[src/rtl/alu_pkg.sv]
// Shared ALU definitions: opcode encodings, controller state encoding,
// default widths and the supported-opcode check.
package alu_pkg;

  localparam int NB_DATA_DEF   = 8;
  localparam int NB_OPCODE_DEF = 6;

  localparam logic [NB_OPCODE_DEF-1:0] OP_ADD = 6'h20;
  localparam logic [NB_OPCODE_DEF-1:0] OP_SUB = 6'h22;
  localparam logic [NB_OPCODE_DEF-1:0] OP_AND = 6'h24;
  localparam logic [NB_OPCODE_DEF-1:0] OP_OR  = 6'h25;
  localparam logic [NB_OPCODE_DEF-1:0] OP_XOR = 6'h26;
  localparam logic [NB_OPCODE_DEF-1:0] OP_SRA = 6'h03;
  localparam logic [NB_OPCODE_DEF-1:0] OP_SRL = 6'h02;
  localparam logic [NB_OPCODE_DEF-1:0] OP_NOR = 6'h27;

  typedef enum logic [2:0] {
    ST_WAIT_A  = 3'd0,
    ST_WAIT_B  = 3'd1,
    ST_WAIT_OP = 3'd2,
    ST_EXEC    = 3'd3,
    ST_SEND    = 3'd4,
    ST_WAIT_TX = 3'd5
  } ctrl_state_e;

  // Zero-extended opcode so any NB_OPCODE width can be checked.
  function automatic logic is_valid_opcode(input logic [31:0] op);
    return op inside {32'(OP_ADD), 32'(OP_SUB), 32'(OP_AND), 32'(OP_OR),
                      32'(OP_XOR), 32'(OP_SRA), 32'(OP_SRL), 32'(OP_NOR)};
  endfunction

endpackage

[src/rtl/alu_uart_ctrl_if.sv]
// Bus between the ALU/UART sequencer and its surroundings (uart_rx, uart_tx, alu).
// master = the sequencer, slave = the environment driving the UART/ALU side.
interface alu_uart_ctrl_if
  import alu_pkg::*;
#(
  parameter int NB_DATA   = NB_DATA_DEF,
  parameter int NB_OPCODE = NB_OPCODE_DEF
);

  logic [NB_DATA-1:0]   i_rx_data;
  logic                 i_rx_done;
  logic                 i_tx_done;
  logic [NB_DATA-1:0]   i_alu_result;
  logic [NB_DATA-1:0]   o_op_A;
  logic [NB_DATA-1:0]   o_op_B;
  logic [NB_OPCODE-1:0] o_opcode;
  logic [NB_DATA-1:0]   o_tx_data;
  logic                 o_tx_start;
  logic                 o_busy;
  logic                 o_invalid;
  logic                 o_timeout;
  logic                 o_overrun;

  modport master (
    input  i_rx_data, i_rx_done, i_tx_done, i_alu_result,
    output o_op_A, o_op_B, o_opcode, o_tx_data, o_tx_start,
           o_busy, o_invalid, o_timeout, o_overrun
  );

  modport slave (
    output i_rx_data, i_rx_done, i_tx_done, i_alu_result,
    input  o_op_A, o_op_B, o_opcode, o_tx_data, o_tx_start,
           o_busy, o_invalid, o_timeout, o_overrun
  );

endinterface

[src/rtl/alu_uart_ctrl_frame_timeout_cnt.sv]
// Inter-byte idle counter for a partially received frame. expiry is raised in
// the cycle whose closing edge would bring the count to TIMEOUT_CYCLES-1.
module frame_timeout_cnt #(
  parameter int TIMEOUT_CYCLES = 100000
) (
  input  logic i_clk,
  input  logic i_rst_n,
  input  logic enable,
  input  logic clear,
  output logic expiry
);

  generate
    if (TIMEOUT_CYCLES == 0) begin : g_disabled
      assign expiry = 1'b0;
    end else begin : g_counter
      localparam int CNT_W = (TIMEOUT_CYCLES > 1) ? $clog2(TIMEOUT_CYCLES) : 1;

      logic [CNT_W-1:0] cnt_r;

      assign expiry = enable &&
                      ((32'(cnt_r) + 32'd1) >= 32'(TIMEOUT_CYCLES - 1));

      // idle-cycle counter, held at expiry until the frame is dropped
      always_ff @(posedge i_clk) begin
        if (!i_rst_n) begin
          cnt_r <= '0;
        end else if (clear) begin
          cnt_r <= '0;
        end else if (enable && !expiry) begin
          cnt_r <= cnt_r + CNT_W'(1);
        end else begin
          cnt_r <= cnt_r;
        end
      end
    end
  endgenerate

endmodule

[src/rtl/alu_uart_ctrl.sv]
// Sequencer between uart_rx, the combinational alu and uart_tx: gathers A, B and
// opcode bytes, latches the ALU result and hands it to the transmitter.
module alu_uart_ctrl
  import alu_pkg::*;
#(
  parameter int NB_DATA        = NB_DATA_DEF,
  parameter int NB_OPCODE      = NB_OPCODE_DEF,
  parameter int TIMEOUT_CYCLES = 100000
) (
  input logic             i_clk,
  input logic             i_rst_n,
  alu_uart_ctrl_if.master bus
);

  ctrl_state_e state_r;
  ctrl_state_e state_next_s;

  logic capture_a_s;
  logic capture_b_s;
  logic capture_op_s;
  logic exec_s;
  logic timeout_fire_s;
  logic overrun_set_s;
  logic tmo_en_s;
  logic tmo_clr_s;
  logic tmo_expiry_s;

  logic [NB_DATA-1:0]   op_a_r;
  logic [NB_DATA-1:0]   op_b_r;
  logic [NB_OPCODE-1:0] opcode_r;
  logic [NB_DATA-1:0]   tx_data_r;
  logic                 tx_start_r;
  logic                 busy_r;
  logic                 invalid_r;
  logic                 timeout_r;
  logic                 overrun_r;

  assign tmo_en_s  = (state_r == ST_WAIT_B) || (state_r == ST_WAIT_OP);
  assign tmo_clr_s = bus.i_rx_done || !tmo_en_s;

  frame_timeout_cnt #(
    .TIMEOUT_CYCLES (TIMEOUT_CYCLES)
  ) u_frame_timeout_cnt (
    .i_clk   (i_clk),
    .i_rst_n (i_rst_n),
    .enable  (tmo_en_s),
    .clear   (tmo_clr_s),
    .expiry  (tmo_expiry_s)
  );

  // state register
  always_ff @(posedge i_clk) begin
    if (!i_rst_n) begin
      state_r <= ST_WAIT_A;
    end else begin
      state_r <= state_next_s;
    end
  end

  // next state and per-cycle strobes; a byte in the expiry cycle wins over the timeout
  always_comb begin
    state_next_s   = state_r;
    capture_a_s    = 1'b0;
    capture_b_s    = 1'b0;
    capture_op_s   = 1'b0;
    exec_s         = 1'b0;
    timeout_fire_s = 1'b0;
    overrun_set_s  = 1'b0;
    case (state_r)
      ST_WAIT_A: begin
        if (bus.i_rx_done) begin
          capture_a_s  = 1'b1;
          state_next_s = ST_WAIT_B;
        end else begin
          state_next_s = ST_WAIT_A;
        end
      end
      ST_WAIT_B: begin
        if (bus.i_rx_done) begin
          capture_b_s  = 1'b1;
          state_next_s = ST_WAIT_OP;
        end else if (tmo_expiry_s) begin
          timeout_fire_s = 1'b1;
          state_next_s   = ST_WAIT_A;
        end else begin
          state_next_s = ST_WAIT_B;
        end
      end
      ST_WAIT_OP: begin
        if (bus.i_rx_done) begin
          capture_op_s = 1'b1;
          state_next_s = ST_EXEC;
        end else if (tmo_expiry_s) begin
          timeout_fire_s = 1'b1;
          state_next_s   = ST_WAIT_A;
        end else begin
          state_next_s = ST_WAIT_OP;
        end
      end
      ST_EXEC: begin
        exec_s        = 1'b1;
        overrun_set_s = bus.i_rx_done;
        state_next_s  = ST_SEND;
      end
      ST_SEND: begin
        overrun_set_s = bus.i_rx_done;
        state_next_s  = ST_WAIT_TX;
      end
      ST_WAIT_TX: begin
        overrun_set_s = bus.i_rx_done;
        if (bus.i_tx_done) begin
          state_next_s = ST_WAIT_A;
        end else begin
          state_next_s = ST_WAIT_TX;
        end
      end
      default: begin
        state_next_s = ST_WAIT_A;
      end
    endcase
  end

  // operand capture, result latch and status outputs
  always_ff @(posedge i_clk) begin
    if (!i_rst_n) begin
      op_a_r     <= '0;
      op_b_r     <= '0;
      opcode_r   <= '0;
      tx_data_r  <= '0;
      tx_start_r <= 1'b0;
      busy_r     <= 1'b0;
      invalid_r  <= 1'b0;
      timeout_r  <= 1'b0;
      overrun_r  <= 1'b0;
    end else begin
      if (capture_a_s) begin
        op_a_r <= bus.i_rx_data;
      end
      if (capture_b_s) begin
        op_b_r <= bus.i_rx_data;
      end
      if (capture_op_s) begin
        opcode_r <= bus.i_rx_data[NB_OPCODE-1:0];
      end
      if (exec_s) begin
        tx_data_r <= bus.i_alu_result;
        invalid_r <= !is_valid_opcode(32'(opcode_r));
      end
      if (overrun_set_s) begin
        overrun_r <= 1'b1;
      end
      tx_start_r <= (state_next_s == ST_SEND);
      busy_r     <= state_next_s inside {ST_EXEC, ST_SEND, ST_WAIT_TX};
      timeout_r  <= timeout_fire_s;
    end
  end

  assign bus.o_op_A     = op_a_r;
  assign bus.o_op_B     = op_b_r;
  assign bus.o_opcode   = opcode_r;
  assign bus.o_tx_data  = tx_data_r;
  assign bus.o_tx_start = tx_start_r;
  assign bus.o_busy     = busy_r;
  assign bus.o_invalid  = invalid_r;
  assign bus.o_timeout  = timeout_r;
  assign bus.o_overrun  = overrun_r;

endmodule

[src/flat_wrapper.sv]
// flat-port wrapper written by rule: the top's interface ports become plain ports
module alu_uart_ctrl_flat import alu_pkg::*;
#(
  parameter int NB_DATA        = NB_DATA_DEF,
  parameter int NB_OPCODE      = NB_OPCODE_DEF,
  parameter int TIMEOUT_CYCLES = 100000
)
  (i_clk, i_rst_n, bus_i_rx_data, bus_i_rx_done, bus_i_tx_done, bus_i_alu_result, bus_o_op_A, bus_o_op_B, bus_o_opcode, bus_o_tx_data, bus_o_tx_start, bus_o_busy, bus_o_invalid, bus_o_timeout, bus_o_overrun);
  alu_uart_ctrl_if #(.NB_DATA(NB_DATA), .NB_OPCODE(NB_OPCODE)) bus_i ();
  input logic i_clk;
  input logic i_rst_n;
  input wire logic [$bits(bus_i.i_rx_data)-1:0] bus_i_rx_data;
  input wire logic [$bits(bus_i.i_rx_done)-1:0] bus_i_rx_done;
  input wire logic [$bits(bus_i.i_tx_done)-1:0] bus_i_tx_done;
  input wire logic [$bits(bus_i.i_alu_result)-1:0] bus_i_alu_result;
  output wire logic [$bits(bus_i.o_op_A)-1:0] bus_o_op_A;
  output wire logic [$bits(bus_i.o_op_B)-1:0] bus_o_op_B;
  output wire logic [$bits(bus_i.o_opcode)-1:0] bus_o_opcode;
  output wire logic [$bits(bus_i.o_tx_data)-1:0] bus_o_tx_data;
  output wire logic [$bits(bus_i.o_tx_start)-1:0] bus_o_tx_start;
  output wire logic [$bits(bus_i.o_busy)-1:0] bus_o_busy;
  output wire logic [$bits(bus_i.o_invalid)-1:0] bus_o_invalid;
  output wire logic [$bits(bus_i.o_timeout)-1:0] bus_o_timeout;
  output wire logic [$bits(bus_i.o_overrun)-1:0] bus_o_overrun;
  assign bus_i.i_rx_data = bus_i_rx_data;
  assign bus_i.i_rx_done = bus_i_rx_done;
  assign bus_i.i_tx_done = bus_i_tx_done;
  assign bus_i.i_alu_result = bus_i_alu_result;
  assign bus_o_op_A = bus_i.o_op_A;
  assign bus_o_op_B = bus_i.o_op_B;
  assign bus_o_opcode = bus_i.o_opcode;
  assign bus_o_tx_data = bus_i.o_tx_data;
  assign bus_o_tx_start = bus_i.o_tx_start;
  assign bus_o_busy = bus_i.o_busy;
  assign bus_o_invalid = bus_i.o_invalid;
  assign bus_o_timeout = bus_i.o_timeout;
  assign bus_o_overrun = bus_i.o_overrun;
  alu_uart_ctrl #(.NB_DATA(NB_DATA), .NB_OPCODE(NB_OPCODE), .TIMEOUT_CYCLES(TIMEOUT_CYCLES)) u_core (.i_clk(i_clk), .i_rst_n(i_rst_n), .bus(bus_i));
endmodule
[config.mk]
export PLATFORM = sky130hd
export DESIGN_NAME = alu_uart_ctrl_flat
export DESIGN_NICKNAME = d
export VERILOG_FILES = /design/src/rtl/alu_pkg.sv /design/src/rtl/alu_uart_ctrl_if.sv /design/src/rtl/alu_uart_ctrl_frame_timeout_cnt.sv /design/src/rtl/alu_uart_ctrl.sv /design/src/flat_wrapper.sv
export SDC_FILE = /design/constraint.sdc
export NUM_CORES = 1
export LEC_CHECK = 0
export ABC_AREA = 1
export BUFFER_PORTS_ARGS = -buffer_cell sky130_fd_sc_hd__buf_4
export CAP_MARGIN = 10
export CORE_ASPECT_RATIO = 2
export CORE_UTILIZATION = 46
export DETAILED_ROUTE_END_ITERATION = 7
export PLACE_DENSITY = 0.69
export SLEW_MARGIN = 20
export SYNTH_ARGS = -nofsm -noshare
export SYNTH_HDL_FRONTEND = slang
export SYNTH_SLANG_ARGS = --single-unit
[constraint.sdc]
create_clock -name i_clk -period 3.1 [get_ports i_clk]
set_input_delay 0.31 -clock i_clk [delete_from_list [all_inputs] [get_ports i_clk]]
set_output_delay 0.31 -clock i_clk [all_outputs]
set_load 0.01 [all_outputs]
==> results of run 1 <==
-- cell usage in the layout, fill, tap and decap left out, drive strengths merged, types with 2 or more instances in the layout --
cell type / n
ha: 2
nand3: 14
o21ai: 34
buf: 57
clkinv: 4
nand2: 87
nand4: 15
dfxtp: 55
a31oi: 2
inv: 51
a21oi: 14
nor2: 89
xor2: 5
nor3: 3
clkbuf: 6
-- final cells by class --
type,count,area [um2],area share (%)
Clock inverter,2,12.5,0.391
Tap cell,60,75.1,2.35
Multi-Input combinational cell,269,1310,40.8
Sequential cell,55,1100,34.4
Clock buffer,6,72.6,2.27
Timing Repair Buffer,57,428,13.4
Inverter,54,203,6.34
-- path summary, 6_finish.rpt --
kind                                                 startpoint                                       endpoint  cells past startpoint
hold / removal                                 bus_i_rx_data[7]                           u_core.bus.o_op_B[7]                      3
hold reg to reg                            u_core.bus.o_op_A[2]                           u_core.bus.o_op_A[2]                      2
setup / recovery  u_core.u_frame_timeout_cnt.g_counter.cnt_r[1]  u_core.u_frame_timeout_cnt.g_counter.cnt_r[7]                     14
setup reg to reg  u_core.u_frame_timeout_cnt.g_counter.cnt_r[1]  u_core.u_frame_timeout_cnt.g_counter.cnt_r[7]                     14
-- report_power, final --
part	internal, W	switching, W	total, W	leakage (nW)
registers	0.000737	0.0000199	0.000757	0.447
clock network	0.000159	0.000243	0.000402	0.0412
logic	0.0000922	0.000130	0.000222	0.994
total	0.000988	0.000393	0.00138	1.48
-- state kept, by name (all words and copies together), names as in the netlist --
name	flops
u_core.bus.o_opcode	6
u_core.bus.o_tx_data	8
u_core.bus.o_tx_start	1
u_core.u_frame_timeout_cnt.g_counter.cnt_r	17
u_core.bus.o_invalid	1
u_core.bus.o_op_A	8
u_core.bus.o_op_B	8
u_core.state_r	3
u_core.bus.o_overrun	1
u_core.bus.o_timeout	1
u_core.bus.o_busy	1
-- critical path, delay by kind of cell, from the launching register on --
kind                     cells  cell delay [ns]
AND/OR/NAND/NOR             13             1.56
flip-flops                   1             0.42
adder cells (fa/ha/maj)      1             0.27
-- per-stage QoR --
stage / instances / cell area (um2) / setup WS, ns / hold WS [ns]
6_report: 503 / 3200 / 0.757 / 0.214
5_1_grt: 503 / 3200 / 0.411 / 0.220
3_5_place_dp: 495 / 3110 / 0.756 / 0.441
2_1_floorplan: 389 / 2670 / 1.22 / 0.445
3_3_place_gp: 495 / 3110 / 0.903 / 0.432
4_1_cts: 503 / 3200 / 0.745 / 0.208
-- logic make-up (layout without fill, tap and decap cells) --
family                   Yosys count  after routing
AND/OR/NAND/NOR                  209            209
buffers and inverters             65            119
flip-flops                        55             55
adder cells (fa/ha/maj)            2              2
XOR/XNOR                           6              6
AO/OA/AOI/OAI                     52             52
-- routing by layer --
layer	GRT usage (%)	part of all wire (%)	up-vias
met5	0	0	-
met2	45.9	55	64
met1	20.3	35	1128
met4	15.7	5.4	0
li1	-	-	1323
met3	4.82	4.2	26
==> reports/metrics.sh, run 1 <==
FIN_SKEW_NS=0.00692
SYNTH_TOP_FAMILY_BY_AREA='simple AND/OR/NAND/NOR gates'
TIMING.FMAX_GHz=0.427
FIRST_GLOBAL_VIAS=2573
ROUTED-VIA-COUNT=2541
VIAS_PER_CELL=5.05
TIMING.FINAL.CRIT_SHARE_PCT=75.6
GLOBALPLACE.CONGESTION=0.895
SYN_AVG_CELL_AREA_UM2=6.86
SYNTHESIS.NETS=411
GRT_USE_TOTAL_PCT=23.2
INITIAL_UTIL_PCT=48.4
POST-DP-HPWL_UM=5010
SYNTHESIS.AREA_MM2=0.00267
IOS=55
ROW_COUNT=38
SYNTH_ASYNC_SR_FLOP_SHARE_PCT=0
TIMING.HOLD.WORST.CLASS='primary input to register'
FINAL.SETUP.TNS_NS=0
SYNTH.CELLS.MOST_FREQUENT='sky130_fd_sc_hd__nor2_1 (83), sky130_fd_sc_hd__nand2_1 (73), sky130_fd_sc_hd__dfxtp_1 (55)'
VDD_DROP_MAX_mV=0.410
RRSETUPSLACK_NS=0.76
RUN_STATUS='finished, final reports clean'
NUM_ANTENNA_CELLS=0
CLKSINKCOUNT=55
CP_SLOWEST_STAGE_DELAY_NS=0.42
CTS-HTREE-LEVELS=2
TIMING.MAX_SLEW.REL_SLACK_PCT=64.4
CTS_HOLD_REPAIR.BUFFERS=0
POST_CTS_RESIZE_COUNT=0
CRIT_FANOUT=22
COMPOUND_GATE_FRACTION_OF_SYNTH_AREA_PCT=10.0
CTS_INSERTED_BUFFERS=5
POST_CTS_BUFFERS=0
ARRIVAL_NS=2.57
WL_UM=6540
TIMING.CRITICAL_PATH.CELLS='ha_1 -> nand3_2 -> nor2_4 -> nand2_2 -> nor2_1 -> nand2_1 -> nand2_1 -> nand2_1 -> nor2_2 -> nand2_2 -> nand2_4 -> nand3_4 -> nor2_1 -> nor2_1'
MAX-CLOCK-PATH-BUFFERS=2
NUMBER_OF_ANTENNA_VIOLATIONS_AT_THE_FIRST_CHECK_IN_GLOBAL_ROUTING=0
ANT_NETS=0
MAX_CAPACITANCE_VIOLATION_TOTAL=0
FLOORPLAN.CORE_AREA_MM2=0.00552
GRT.OVERFLOW.TOTAL=0
SYNTH_XOR_AREA_SHARE_PCT=1.97
DETAIL_ROUTE.ITER0.VIOLATIONS=69
NNETSFINAL=464
WORST_PATH_CLK_SLEW_NS=0.09
GRT_PASS1_WL_UM=11000
AVGROUTEDWIREPERCELL_UM=13.0
SYNTH.AREA.TOP_CELLS='sky130_fd_sc_hd__dfxtp_1 (41%), sky130_fd_sc_hd__nor2_1 (12%), sky130_fd_sc_hd__nand2_1 (10%)'
DRC=0
GRT_START_MAX_NET_PINS=35
CP-START-KIND='register'
YOSYSWARNINGCOUNT=0
DR.PASS1.ITERS=6
LATEST_CLOCK_ARRIVAL_WITHIN_THE_WORST_SKEW_PAIR_NS=0.33
SYNTH-SEQ-CELLS=55
SYNTH_LARGEST_TYPE_AREA_FRACTION_PCT=41.3
CLK_ROOT_BUFFER_CELL='sky130_fd_sc_hd__clkbuf_8'
SYNTH_SEQUENTIAL_AREA_RATIO_PCT=41.3
POST-LAYOUT-TOTAL-POWER_W=0.00138
REQUIRED_NS=3.33
SYNTH-ADDER-AREA-SHARE_PCT=0.938
POST_SYNTH_INST_COUNT=389
LAYOUT.FILLER_CELLS=551
RSZ0062_AT_GRT='false'
FINAL_CORE_UTILIZATION_PCT=58.0
DIE_X_UM=55.9
TIMING.FINAL.CRIT_PERIOD_NS=2.34
REPORT.FINAL.HOLD_VIOL_COUNT=0
POST-SYNTH-TOP-AREA-CELL='sky130_fd_sc_hd__dfxtp_1'
STATIC-LEAKAGE-POWER_nW=1.48
POST-SYNTH-TOP-COUNT-CELL='sky130_fd_sc_hd__nor2_1'
SYNTH_ENABLE_FLOP_CELLS=0
SIMPLE_GATE_SHARE_OF_THE_SYNTHESIZED_AREA_PCT=36.0
FRACTION_OF_LAYOUT_INSTANCES_USING_A_DRIVE_STRENGTH_ABOVE_1_PCT=22.3
SYNTHDISTINCTLIBCELLS=29
CRITPATHKIND='register to register'
SETUP_FAILING_EPS_FINAL=0
DIE-HEIGHT_UM=110
POSTSYNTH.TOPFLOPCELL='sky130_fd_sc_hd__dfxtp_1'
CLOCK_TREE_FROM_TRITONCTS='built'
TIMING_WORST_SLEW_PIN_VALUE_NS=0.532
MAX_SLEW_VIOLATIONS=0
FLOORPLAN.DIE_AREA_MM2=0.00613
POWER_DENSITY_mW_PER_MM2=432
PORT_BUFFERS=54
TIMING.CRITICAL_PATH.SLOWEST_STAGE_CELL='sky130_fd_sc_hd__dfxtp_1'
SYNTH.AREA.MUX_SHARE_PCT=0
CRITICAL_PATH.ENDPOINT_TYPE='register'
AREAGROWTHSYNTHTOFINISH_PCT=19.8
Power figures use the tool's default switching activity.
==> run 2: changes to the inputs <==
Settings changed: PLACE_DENSITY 0.69 to 0.72.
Clock period 3.1 ns to 2 ns, I/O delays scaled along.
==> run 2 against run 1 <==
Fmax rose by 19%. Global-route usage grew 0.76 points. Highest routed layer unchanged. Register-to-register slack worse by 0.72 ns. Sequential share of layout area decreased by 2.5 points. Clock power is 83% higher. Hold slack worse by 0.097 ns. Critical path depth down 1. Core utilization is 5.8 points higher. Final area up 10%.
==> reports/metrics.sh, run 2 (synthesized netlist as in run 1, its figures left out) <==
RUN_STATUS='finished, final reports clean'  # unchanged
ROW_COUNT=38  # unchanged
VDD_DROP_MAX_mV=0.668  # was 0.410 mV
CRIT_FANOUT=7  # was 22
MOSTFREQUENTLAYOUTCELLS='sky130_fd_sc_hd__nor2_1 (77), sky130_fd_sc_hd__nand2_1 (71), sky130_fd_sc_hd__buf_4 (70)'  # was sky130_fd_sc_hd__nor2_1 (83), sky130_fd_sc_hd__nand2_1 (73), sky130_fd_sc_hd__buf_4 (57)
AVGROUTEDWIREPERCELL_UM=14.3  # was 13.0 um
CLKSINKCOUNT=55  # unchanged
INITIAL_UTIL_PCT=48.4  # unchanged
HOLDPATHEND='u_core.bus.o_op_B[6]'  # was u_core.bus.o_op_B[7]
GRT.OVERFLOW.TOTAL=0  # unchanged
FLOORPLAN.DIE_AREA_MM2=0.00613  # unchanged
LEADING_CELL_TYPE_IN_THE_LAYOUT_FILL_AND_TAPS_EXCLUDED='sky130_fd_sc_hd__nor2_1'  # unchanged
FINAL_CORE_UTILIZATION_PCT=63.7  # was 58.0%
MAX_CAPACITANCE_VIOLATION_TOTAL=0  # unchanged
IOS=55  # unchanged
TIMING.FMAX_GHz=0.510  # was 0.427 GHz
TIMING_WORST_SLEW_PIN_VALUE_NS=0.560  # was 0.532 ns
ANT_NETS=0  # unchanged
CRITICAL_PATH.REG2REG.STARTPOINT='u_core.u_frame_timeout_cnt.g_counter.cnt_r[6]'  # was u_core.u_frame_timeout_cnt.g_counter.cnt_r[1]
WL_UM=7460  # was 6540 um
WORST-R2R-CELL-COUNT=13  # was 14
CLOCK_TREE_FROM_TRITONCTS='built'  # unchanged
TIMING.RR.END='u_core.u_frame_timeout_cnt.g_counter.cnt_r[4]'  # was u_core.u_frame_timeout_cnt.g_counter.cnt_r[7]
FINAL.SETUP.TNS_NS=0  # unchanged
DR.PASS1.ITERS=5  # was 6
VIAS_PER_CELL=5.28  # was 5.05
CP-START-KIND='register'  # unchanged
DIE_X_UM=55.9  # unchanged
LARGEST_REGISTER='u_core.u_frame_timeout_cnt.g_counter.cnt_r'  # unchanged
LAYOUT_SETUP_WS_NS=0.0397  # was 0.757 ns
TIMING.CRITICAL_PATH.CELLS='nand2_1 -> nor2_4 -> nand2_4 -> nor2_2 -> xor2_2 -> nor2_1 -> nand2_1 -> nand2_2 -> nand2_8 -> nand3_4 -> nand2_1 -> nand2_1 -> nor2_1'  # was ha_1 -> nand3_2 -> nor2_4 -> nand2_2 -> nor2_1 -> nand2_1 -> nand2_1 -> nand2_1 -> nor2_2 -> nand2_2 -> nand2_4 -> nand3_4 -> nor2_1 -> nor2_1
CTS-HTREE-LEVELS=2  # unchanged
MAX_SLEW_VIOLATIONS=0  # unchanged
CRITICAL_PATH.N_BUFFERS_INVERTERS=0  # unchanged
MAX-CLOCK-PATH-BUFFERS=2  # unchanged
HOLD_PATH_STARTPOINT='bus_i_rx_data[6]'  # was bus_i_rx_data[7]
FIN_SKEW_NS=0.00749  # was 0.00692 ns
CRITPATHKIND='register to register'  # unchanged
FIN_AREA_MM2=0.00352  # was 0.00320 mm2
PORT_BUFFERS=54  # unchanged
POST_DP_CELL_AREA_MM2=0.00319  # was 0.00311 mm2
FIRST_GLOBAL_VIAS=2621  # was 2573
NUMBER_OF_ANTENNA_VIOLATIONS_AT_THE_FIRST_CHECK_IN_GLOBAL_ROUTING=0  # unchanged
CRIT_PATH_FREQUENT_CELL='sky130_fd_sc_hd__nand2_1'
CRITPATHLAUNCH='u_core.u_frame_timeout_cnt.g_counter.cnt_r[6]'  # was u_core.u_frame_timeout_cnt.g_counter.cnt_r[1]
TIMING.FINAL.CRIT_SHARE_PCT=98.0  # was 75.6%
GLOBALPLACE.CONGESTION=0.928  # was 0.895
NUM_ANTENNA_CELLS=0  # unchanged
TIMING.CRITICAL_PATH.SLOWEST_STAGE_CELL='sky130_fd_sc_hd__dfxtp_4'  # was sky130_fd_sc_hd__dfxtp_1
LATEST_CLOCK_ARRIVAL_WITHIN_THE_WORST_SKEW_PAIR_NS=0.32  # was 0.33 ns
ARRIVAL_NS=2.22  # was 2.57 ns
TIMING.HOLD.WORST.CLASS='primary input to register'  # unchanged
DETAIL_ROUTE.ITER0.VIOLATIONS=106  # was 69
DP_WORST_SETUP_SLACK_NS=-0.0639  # was 0.756 ns
CP_TOP_FAMILY='simple AND/OR/NAND/NOR gates'  # unchanged
LAYOUT.FILLER_CELLS=504  # was 551
DRC=0  # unchanged
CLK_ROOT_BUFFER_CELL='sky130_fd_sc_hd__clkbuf_8'  # unchanged
REPORT.FINAL.HOLD_VIOL_COUNT=0  # unchanged
FLOORPLAN.CORE_AREA_MM2=0.00552  # unchanged
LARGEST_REG_FLOPS=17  # unchanged
GRT_START_MAX_NET_PINS=35  # unchanged
FRACTION_OF_LAYOUT_INSTANCES_USING_A_DRIVE_STRENGTH_ABOVE_1_PCT=30.8  # was 22.3%
GRT_USE_TOTAL_PCT=23.9  # was 23.2%
GRT_PASS1_WL_UM=11400  # was 11000 um
TIMING.FINAL.CRIT_PERIOD_NS=1.96  # was 2.34 ns
AREAGROWTHSYNTHTOFINISH_PCT=31.7  # was 19.8%
WORST_PATH_CLK_SLEW_NS=0.10  # was 0.09 ns
POST-DP-HPWL_UM=5240  # was 5010 um
STATIC-LEAKAGE-POWER_nW=1.59  # was 1.48 nW
CRITICAL_PATH.ENDPOINT_TYPE='register'  # unchanged
CTS_INSERTED_BUFFERS=5  # unchanged
NNETSFINAL=483  # was 464
CP_SLOWEST_STAGE_DELAY_NS=0.39  # was 0.42 ns
RSZ0062_AT_GRT='true'  # was false
SETUP_FAILING_EPS_FINAL=0  # unchanged
ROUTED-VIA-COUNT=2751  # was 2541
TIMING.MAX_SLEW.REL_SLACK_PCT=62.6  # was 64.4%
REQUIRED_NS=2.26  # was 3.33 ns
WORST_HOLD_PATH.NUM_CELLS=3  # unchanged
POWER_DENSITY_mW_PER_MM2=653  # was 432 mW/mm2
DIE-HEIGHT_UM=110  # unchanged
RRSETUPSLACK_NS=0.04  # was 0.76 ns
[run 2: per-layer routing]
layer / vias up / share of wire, % / track usage, %
met3: 38 / 3.5 / 4.59
met1: 1264 / 34 / 21.8
li1: 1368 / - / -
met5: - / 0 / 0
met2: 81 / 57 / 46.5
met4: 0 / 5.9 / 16.7
[run 2: layout make-up]
type | count | area [um2] | area share (%)
sequential | 55 | 1120 | 31.9
timing repair buffer | 73 | 577 | 16.4
clock inverter | 2 | 37.5 | 1.07
inverter | 54 | 203 | 5.77
clock buffer | 5 | 68.8 | 1.96
multi-input combinational | 272 | 1430 | 40.7
tap | 60 | 75.1 | 2.14
[run 2: worst max path at each step]
stage	slack [ns]	cells after the start	to
after global routing	-0.15	15	u_core.u_frame_timeout_cnt.g_counter.cnt_r[4]
after floorplan	0.12	16	u_core.u_frame_timeout_cnt.g_counter.cnt_r[2]
after global placement	0.01	11	u_core.u_frame_timeout_cnt.g_counter.cnt_r[13]
after CTS	0.03	14	u_core.state_r[1]
final	0.04	13	u_core.u_frame_timeout_cnt.g_counter.cnt_r[4]
after detailed placement	-0.06	12	u_core.u_frame_timeout_cnt.g_counter.cnt_r[13]
[run 2: through the flow]
stage | power (W) | std cells | hold WS, ns
after floorplan | 0.00141 | 389 | 0.335
after CTS | 0.00230 | 514 | 0.110
final | 0.00230 | 521 | 0.117
after global placement | 0.00155 | 506 | 0.433
after detailed placement | 0.00155 | 506 | 0.440
after global routing | 0.00240 | 521 | 0.124
[run 2: repair_timing]
action / CTS / global route
setup endpoints to repair: 18 / 20
resized for setup: 5 / 35
hold buffers: 0 / 0
endpoints found under the hold margin: 0 / 0
buffers inserted: 0 / 5
gates cloned: 1 / 2
pin swaps: 0 / 7
[run 2: power breakdown]
group          leakage, nW  internal (W)  switching, W
combinational         1.08      0.000163      0.000225
sequential           0.453       0.00114     0.0000315
clock               0.0502      0.000366      0.000370
total                 1.59       0.00167      0.000626
[run 2: tightest hold or removal path, stage by stage]
cell,delay [ns]
sky130_fd_sc_hd__buf_4,0.08
sky130_fd_sc_hd__nor2_1,0.04
sky130_fd_sc_hd__nor2_1,0.08
